--- config.mk ---
export PLATFORM = sky130hd
export DESIGN_NAME = bayer_pix_packer
export DESIGN_NICKNAME = d
export VERILOG_FILES = /design/src/rtl/param_pkg.sv /design/src/rtl/pkr_sync_dly.sv /design/src/rtl/bayer_pix_packer.sv
export SDC_FILE = /design/constraint.sdc
export NUM_CORES = 1
export LEC_CHECK = 0
export CORE_AREA = 2 2 141 143
export CTS_CLUSTER_SIZE = 28
export DETAILED_ROUTE_END_ITERATION = 7
export DIE_AREA = 0 0 143 145
export MAX_ROUTING_LAYER = met4
export PLACE_DENSITY = 0.88
export SYNTH_ARGS = -nofsm -noshare
export SYNTH_HDL_FRONTEND = slang
export SYNTH_SLANG_ARGS = --single-unit
--- constraint.sdc ---
create_clock -name clk -period 8.9 [get_ports clk]
set_clock_uncertainty 0.2 [all_clocks]
set_input_delay 1.78 -clock clk [delete_from_list [all_inputs] [get_ports clk]]
set_output_delay 1.78 -clock clk [all_outputs]
set_load 0.05 [all_outputs]
--- src/rtl/param_pkg.sv ---
// Shared pixel/lane parameters and types for the Bayer packing path.
package param_pkg;

  localparam int BITS  = 12;
  localparam int LANES = 8;
  localparam int CNT_W = $clog2(LANES);

  // Lane 0 sits in the least significant slot and holds the earliest pixel.
  typedef logic [LANES-1:0][BITS-1:0] lane_vec_t;

  typedef enum logic {
    ST_IDLE = 1'b0,
    ST_LINE = 1'b1
  } pk_state_t;

endpackage

--- src/rtl/pkr_sync_dly.sv ---
// Fixed-depth shift register for a 1-bit level signal (frame/line syncs).
module pkr_sync_dly #(
  parameter int DEPTH = 2
) (
  input  logic clk,
  input  logic rst,
  input  logic i_d,
  output logic o_q
);

  logic [DEPTH-1:0] r_sr;

  // Shift the level in one stage per clock; reset empties the line.
  always_ff @(posedge clk or posedge rst) begin
    if (rst) begin
      r_sr <= '0;
    end else begin
      r_sr <= {r_sr[DEPTH-2:0], i_d};
    end
  end

  assign o_q = r_sr[DEPTH-1];

endmodule

--- src/rtl/bayer_pix_packer.sv ---
// Packs a 1-pixel-per-clock Bayer stream into 8-lane words and regenerates
// delayed frame/line syncs so every word lands inside its output line.
//
// state   | meaning
// --------+----------------------------------------------------------
// ST_IDLE | outside a line; i_phsync high here is a line start
// ST_LINE | inside a line; i_phsync low here is a line end (flush)
module bayer_pix_packer
  import param_pkg::*;
#(
  parameter int SYNC_DLY = 2
) (
  input  logic            clk,
  input  logic            rst,
  input  logic            i_data_en,
  input  logic            i_pvsync,
  input  logic            i_phsync,
  input  logic [BITS-1:0] i_data,
  output logic            o_data_en,
  output logic            o_pvsync,
  output logic            o_phsync,
  output logic [BITS-1:0] o_data_0,
  output logic [BITS-1:0] o_data_1,
  output logic [BITS-1:0] o_data_2,
  output logic [BITS-1:0] o_data_3,
  output logic [BITS-1:0] o_data_4,
  output logic [BITS-1:0] o_data_5,
  output logic [BITS-1:0] o_data_6,
  output logic [BITS-1:0] o_data_7,
  output logic            o_pad,
  output logic            o_stat_pad,
  output logic            o_stat_stray
);

  pk_state_t        r_state;
  pk_state_t        w_state_nxt;
  logic             r_pv_prev;
  logic [CNT_W-1:0] r_cnt;
  logic [CNT_W-1:0] w_cnt_eff;
  lane_vec_t        r_cap;
  lane_vec_t        w_cap_nxt;
  lane_vec_t        w_flush_vec;
  lane_vec_t        r_out;
  logic [BITS-1:0]  w_last;
  logic             r_data_en;
  logic             r_pad;
  logic             r_stat_pad;
  logic             r_stat_stray;
  logic             w_rise;
  logic             w_fall;
  logic             w_accept;
  logic             w_stray;
  logic             w_full;
  logic             w_flush;
  logic             w_pv_rise;

  // Line-state register; also remembers previous i_pvsync for edge detect.
  always_ff @(posedge clk or posedge rst) begin
    if (rst) begin
      r_state   <= ST_IDLE;
      r_pv_prev <= 1'b0;
    end else begin
      r_state   <= w_state_nxt;
      r_pv_prev <= i_pvsync;
    end
  end

  // Next-state logic; line start/end strobes fall out of the transitions.
  always_comb begin
    w_state_nxt = r_state;
    w_rise      = 1'b0;
    w_fall      = 1'b0;
    case (r_state)
      ST_IDLE: begin
        if (i_phsync) begin
          w_state_nxt = ST_LINE;
          w_rise      = 1'b1;
        end
      end
      ST_LINE: begin
        if (!i_phsync) begin
          w_state_nxt = ST_IDLE;
          w_fall      = 1'b1;
        end
      end
      default: w_state_nxt = ST_IDLE;
    endcase
  end

  // Accept/stray decode, capture update and padded-word construction.
  always_comb begin
    w_accept  = i_data_en & i_phsync;
    w_stray   = i_data_en & ~i_phsync;
    // A pixel on the line-start cycle itself must land in lane 0.
    w_cnt_eff = w_rise ? '0 : r_cnt;
    w_full    = w_accept && (w_cnt_eff == CNT_W'(LANES - 1));
    w_flush   = w_fall && (r_cnt != '0);
    w_pv_rise = i_pvsync & ~r_pv_prev;

    w_cap_nxt = r_cap;
    if (w_accept) begin
      w_cap_nxt[w_cnt_eff] = i_data;
    end

    // Only meaningful when r_cnt != 0, which is all w_flush ever uses.
    w_last = r_cap[r_cnt - CNT_W'(1)];
    for (int i = 0; i < LANES; i++) begin
      w_flush_vec[i] = (CNT_W'(i) < r_cnt) ? r_cap[i] : w_last;
    end
  end

  // Lane counter and capture registers (first stage of the double buffer).
  always_ff @(posedge clk or posedge rst) begin
    if (rst) begin
      r_cnt <= '0;
      r_cap <= '0;
    end else begin
      if (w_accept) begin
        r_cap <= w_cap_nxt;
        r_cnt <= w_cnt_eff + CNT_W'(1);
      end else if (w_fall || w_rise) begin
        r_cnt <= '0;
      end
    end
  end

  // Output word register; lanes and o_pad hold between words.
  always_ff @(posedge clk or posedge rst) begin
    if (rst) begin
      r_data_en <= 1'b0;
      r_pad     <= 1'b0;
      r_out     <= '0;
    end else begin
      r_data_en <= w_full | w_flush;
      if (w_full) begin
        r_out <= w_cap_nxt;
        r_pad <= 1'b0;
      end else if (w_flush) begin
        r_out <= w_flush_vec;
        r_pad <= 1'b1;
      end
    end
  end

  // Sticky status flags: cleared at frame start, a coincident set wins.
  always_ff @(posedge clk or posedge rst) begin
    if (rst) begin
      r_stat_pad   <= 1'b0;
      r_stat_stray <= 1'b0;
    end else begin
      if (w_flush) begin
        r_stat_pad <= 1'b1;
      end else if (w_pv_rise) begin
        r_stat_pad <= 1'b0;
      end
      if (w_stray) begin
        r_stat_stray <= 1'b1;
      end else if (w_pv_rise) begin
        r_stat_stray <= 1'b0;
      end
    end
  end

  pkr_sync_dly #(.DEPTH(SYNC_DLY)) u_pv_dly (
    .clk (clk),
    .rst (rst),
    .i_d (i_pvsync),
    .o_q (o_pvsync)
  );

  pkr_sync_dly #(.DEPTH(SYNC_DLY)) u_ph_dly (
    .clk (clk),
    .rst (rst),
    .i_d (i_phsync),
    .o_q (o_phsync)
  );

  assign o_data_en    = r_data_en;
  assign o_pad        = r_pad;
  assign o_stat_pad   = r_stat_pad;
  assign o_stat_stray = r_stat_stray;
  assign o_data_0     = r_out[0];
  assign o_data_1     = r_out[1];
  assign o_data_2     = r_out[2];
  assign o_data_3     = r_out[3];
  assign o_data_4     = r_out[4];
  assign o_data_5     = r_out[5];
  assign o_data_6     = r_out[6];
  assign o_data_7     = r_out[7];

endmodule

==> summary.txt <==
Timing
  – Worst setup margin: 4.04 ns
  – Total negative slack: 0 ns
  – Final count of pins violating max slew: 0
  – Peak Freq: 206 MHz
  – RSZ-0062 raised after global routing: false
  – Worst Max-Slew Pin Slew: 1.34 ns
  – Fin crit share: 54.7%
  – Relative slew slack: 10.7%
  – Final hold viol count: 0
  – Setup violators final: 0
  – Min cycle time layout: 4.86 ns

Clock network
  – CTS resizes: 0
  – Worst-case clock buffer depth: 3
  – Skew-Pair Late Insertion Delay: 0.51 ns
  – CTS Buf Count: 21
  – # hold bufs at CTS: 0
  – H-tree depth: 1
  – Setup bufs post-CTS: 0
  – Clock root cell: clkbuf_16
  – Reg clk slew, reported paths: 0.06 ns
  – Clk sinks: 203
  – TritonCTS clock tree: built

Yosys
  – Yosys reg bits: 203
  – Main flop type after synthesis: dfrtp_1
  – Yosys warnings: 0
  – Mapped Area: 0.0107 mm²
  – Asr flop ratio synth: 100%
  – Mapped Nets: 983
  – Post-synth EDFFs: 0
  – Post-synthesis instance total: 961
  – Syn avg cell area: 11.1 µm²
  – Sequential-to-total area share from yosys stat: 47.5%
  – Yosys cell types: 49

Worst hold path
  – Hold Path Class: reg2reg

Critical path
  – Critical Path Sink Type: flip-flop
  – Worst Setup Path Type: in2reg
  – Largest fanout on the critical path: 67
  – WP data arrival: 5.05 ns
  – Critical Path RT: 9.09 ns
  – Crit start category: input port

Drt
  – Detail Route Antenna Nets: 0
  – DRC viols: 0
  – Drt pass-1 iters: 6
  – Wire length per cell: 24.6 µm
  – Met3 WL: 4670 µm
  – Top routing layer used: met4
  – Metal-1 WL: 12,700 µm
  – Vias per std cell: 7.01
  – Routed WL: 32,200 µm
  – Metal2 WL: 13,700 µm
  – Detailed Route Iter0 Violations: 1,537
  – Via Count: 9,154

Placed design
  – Port bufs: 118
  – Routability cong.: 0.940
  – Pre-CTS WS: 3.59 ns
  – Detailed placer's ending HPWL: 21,300 µm

Layout
  – Diode count: 0
  – Area grow syn2layout: 17.9%
  – Commonest non-fill, non-tap cell in the layout: dfrtp_1
  – Nets: 1,048
  – Share of cells above drive strength 1: 16.0%
  – Leading cell types in the layout, fill and taps excluded: dfrtp_1 (202), clkdlybuf4s50_1 (118), nand2_1 (89)

Job
  – Max cap viols: 0

Global routing
  – Vias in the first global route: 8,799
  – Initial antenna violation count: 0
  – Global route overflow: 0
  – Total track usage: 31.9%
  – Largest net degree at the start of global routing: 123
  – Global-route wire length before repair: 50,600 µm

Die
  – Die area: 0.0207 mm²
  – Die Wd: 143 µm
  – Row cnt: 51
  – Initial core utilization: 55.7%
  – Die Y: 145 µm
  – IO Pins: 119
  – Core area: 0.0192 mm²

Status
  – Status: finished, final reports clean

Pwr
  – Worst vdd ir: 0.172 mV
  – Pwr dens: 317 mW/mm²
  – Leak Pwr: 0.00535 µW
==> sequential cells by signal (all words and copies together) (netlist names), 3 cells and up <==
signal and count:
r_cap 96, o_data_7 12, o_data_6 12, o_data_1 12
o_data_2 12, o_data_3 12, o_data_5 12, r_cnt 3
o_data_0 12, o_data_4 12
==> critical path: stages <==
cell,delay (ns)
clkdlybuf4s50_1,0.58
ha_1,0.25
and4b_1,0.28
nand2_2,0.49
buf_4,0.71
nand2_1,0.47
a221o_1,0.42
==> power by group <==
group | internal (µW) | switching [µW]
Clock | 564 | 374
Combinational | 603 | 1050
Sequential | 1160 | 247
Total | 2330 | 1670
==> cells in the mapped netlist, types with 2 or more instances <==
cell type	number	area share, %
nand2b_1	4	0.23
a22oi_1	2	0.14
mux2_2	72	7.6
dfrtp_1	203	47
a211oi_1	12	0.84
mux4_2	35	7.4
a221o_1	24	2.2
o22ai_1	60	3.5
mux2i_1	60	5.6
nor2_2	2	0.12
o2111ai_1	11	0.90
nand3_1	27	1.3
clkbuf_1	40	1.4
o221ai_1	12	0.98
ha_1	5	0.58
xnor2_1	2	0.16
or4_1	11	0.77
or3_1	13	0.76
buf_4	3	0.21
o2bb2ai_1	12	0.98
buf_6	11	1.2
buf_2	25	1.2
o21ai_0	52	2.4
buf_1	7	0.25
inv_1	8	0.28
a221oi_1	12	0.98
nor3_1	2	0.094
a21oi_1	62	2.9
nor2_1	52	1.8
nand2_1	90	3.2
o211ai_1	12	0.84
==> worst paths after layout <==
path,start,to,slack (ns),cells past startpoint
max,i_phsync,o_data_3[10],4.04,7
min in group asynchronous,rst,o_data_2[10],1.63,2
max in group asynchronous,rst,r_cap[40],5.28,3
max reg2reg,r_cnt[0],o_data_5[7],4.59,8
min reg2reg,u_pv_dly.r_sr[0],u_pv_dly.r_sr[1],0.18,0
min,u_pv_dly.r_sr[0],u_pv_dly.r_sr[1],0.18,0
==> per-stage QoR <==
step	instances	utilization, %	hold WS (ns)	total power [µW]	cell area (µm²)
5_1_grt	1305	65.7	0.188	4130	12600
4_1_cts	1305	65.7	0.182	3970	12600
3_5_place_dp	1268	61.8	0.168	3020	11900
3_3_place_gp	1268	61.8	0.157	2990	11900
6_report	1305	65.7	0.181	4000	12600
2_1_floorplan	961	-	0.146	2480	10700
==> cell type report <==
class,instances,area [µm²]
Fill cell,1386,6590
Sequential cell,203,5080
Clock buffer,28,602
Timing Repair Buffer,128,1260
Clock inverter,9,134
Multi-Input combinational cell,664,5170
Inverter,8,37.5
Tap cell,265,332
==> routing by layer <==
metal | vias to the layer above | track usage, %
li1 | 3804 | -
met3 | 101 | 7.33
met1 | 4439 | 47.4
met4 | 0 | 11.4
met5 | - | -
met2 | 810 | 43.1
==> cells by family after synthesis <==
| logic type | Yosys count | synth area share, % |
|---|---|---|
| compound gates | 279 | 17.5 |
| simple gates | 209 | 8.84 |
| flops | 203 | 47.5 |
| mux | 168 | 20.8 |
| buf+inv | 94 | 4.47 |
| fa+ha+maj | 5 | 0.585 |
| xor+xnor | 3 | 0.316 |
Note: power is estimated with default switching activity, not from simulation.
==> patch (same flow settings) <==
The output `o_data_en` loses its register stage (`r_data_en` becomes a continuous assignment).
--- a/src/rtl/bayer_pix_packer.sv
+++ b/src/rtl/bayer_pix_packer.sv
@@ -127,11 +127,9 @@
   // Output word register; lanes and o_pad hold between words.
   always_ff @(posedge clk or posedge rst) begin
     if (rst) begin
-      r_data_en <= 1'b0;
       r_pad     <= 1'b0;
       r_out     <= '0;
     end else begin
-      r_data_en <= w_full | w_flush;
       if (w_full) begin
         r_out <= w_cap_nxt;
         r_pad <= 1'b0;
@@ -141,6 +139,8 @@
       end
     end
   end
+
+  assign r_data_en = w_full | w_flush;
 
   // Sticky status flags: cleared at frame start, a coincident set wins.
   always_ff @(posedge clk or posedge rst) begin
Check against the original RTL: not equivalent (a bounded check fails within 4 cycles, from zero or initial values and one cycle with rst high).
==> patch against the original RTL <==
  * Routed wire length increased by 0.66%
  * Worst setup slack worse by 1.3 ns
  * Design area decreased by 0.28%
  * Synthesized area down 0.23%
  * Sequential cell count fell by 1
  * Total power shrank 0.97%
  * Non-clock buffer count up 3
  * Clock power shrank 3.8%
  * Largest power group unchanged
==> patch: results (changes against the original RTL) <==
mux cell area share after synthesis -> 20.85% (+0.049 points)
xor/xnor share of the synthesized area -> 0.3165% (+0.00074 points)
layout cell share with drive strength beyond 1 -> 16.22% (+0.26 points)
Via density -> 6.946 (-0.98%)
routability congestion estimate -> 0.9503 (+1.1%)
largest net degree at the start of global routing -> 117 (-4.9%)
Adder-Cell Fraction of Synth Area -> 0.5861% (+0.0014 points)
Tot GR Track Use -> 32.25% (+0.35 points)
Cells after Synth -> 960 (-0.10%)
DP Cell Count -> 1270 (+0.16%)
top cells by area, synth -> dfrtp_1 (47%), mux2_2 (7.6%), mux4_2 (7.4%), mux2i_1 (5.6%), o22ai_1 (3.5%)
arrival time worst endpoint -> 4.23 ns (-0.82 ns)
first-pass GRT wire length -> 51090 µm (+0.98%)
Worst path max stage delay -> 0.80 ns (+0.09 ns)
total CTS buffers -> 22 (+4.8%)
DP Wirelength -> 21550 µm (+1.3%)
Synth Net Count -> 982 (-0.10%)
mean routed wirelength per cell -> 24.76 µm (+0.51%)
via count -> 9078 (-0.83%)
Compound-Gate Fraction of Synth Area -> 17.55% (+0.041 points)
status -> finished, final reports clean
metal2 WL -> 14210 µm (+3.6%)
number of global-route vias before repair -> 8793 (-0.068%)
CP Max Fanout -> 27 (-60%)
filler instances -> 1391 (+0.36%)
Synth top cells by count -> dfrtp_1 (202), nand2_1 (90), mux2_2 (72)
relative slew slack -> 14.83% (+4.1 points)
pre-CTS setup slack -> 2.723 ns (-0.8654 ns)
Initial DRC Count -> 1381 (-10%)
WL met3 -> 3845 µm (-18%)
leak pwr -> 5.344 nW (-0.15%)
Max Freq -> 0.1610 GHz (-22%)
internal reg-to-reg setup slack -> 4.65 ns (+0.06 ns)
wl on met1 -> 13480 µm (+6.0%)
[patch: cell count changes after synthesis]
cell / before / now
dfrtp_1: 203 / 202
[patch: cells by family after synthesis]
group                      count (synthesis)
and+or+nand+nor                          209
adders and majority gates                  5
xor gates and xnor gates                   3
muxes                                    168
DFF                                      202
AOI/OAI and AO/OA                        279
buffers and inverters                     94
[patch: stage by stage]
step	hold slack [ns]	total power, mW	utilization, %
after global routing	0.1954	4.091	65.49
final	0.1747	3.957	65.49
after CTS	0.1763	3.931	65.49
after global placement	0.1563	2.991	61.83
after floorplan	0.1456	2.470	-
after detailed placement	0.1573	3.021	61.83
[patch: cell type report]
class                           count  area, µm²  area share, %
Inverter                            8      37.54         0.2984
Clock inverter                      9      78.83         0.6267
Clock buffer                       28      624.3          4.964
Tap cell                          265      331.6          2.636
Timing Repair Buffer              131       1279          10.17
Sequential cell                   202       5056          40.20
Multi-Input combinational cell    664       5171          41.11
[patch: where the power goes]
group | internal (mW) | switching, mW
logic | 0.603 | 1.05
registers | 1.16 | 0.240
clock network | 0.524 | 0.377
[patch: worst max path at each step]
| stage | start | endpoint |
|---|---|---|
| 2_1_floorplan | rst | o_data_0[0] |
| 3_3_place_gp | i_phsync | o_data_en |
| 3_5_place_dp | i_phsync | o_data_en |
| 4_1_cts | i_phsync | o_data_en |
| 5_1_grt | i_phsync | o_data_en |
| 6_report | i_phsync | o_data_en |
[patch: layer usage]
metal / vias up / GRT usage, %
li1: 3814 / -
met1: 4476 / 48.22
met2: 703 / 44.71
met3: 85 / 6.799
met4: 0 / 9.307
met5: - / -
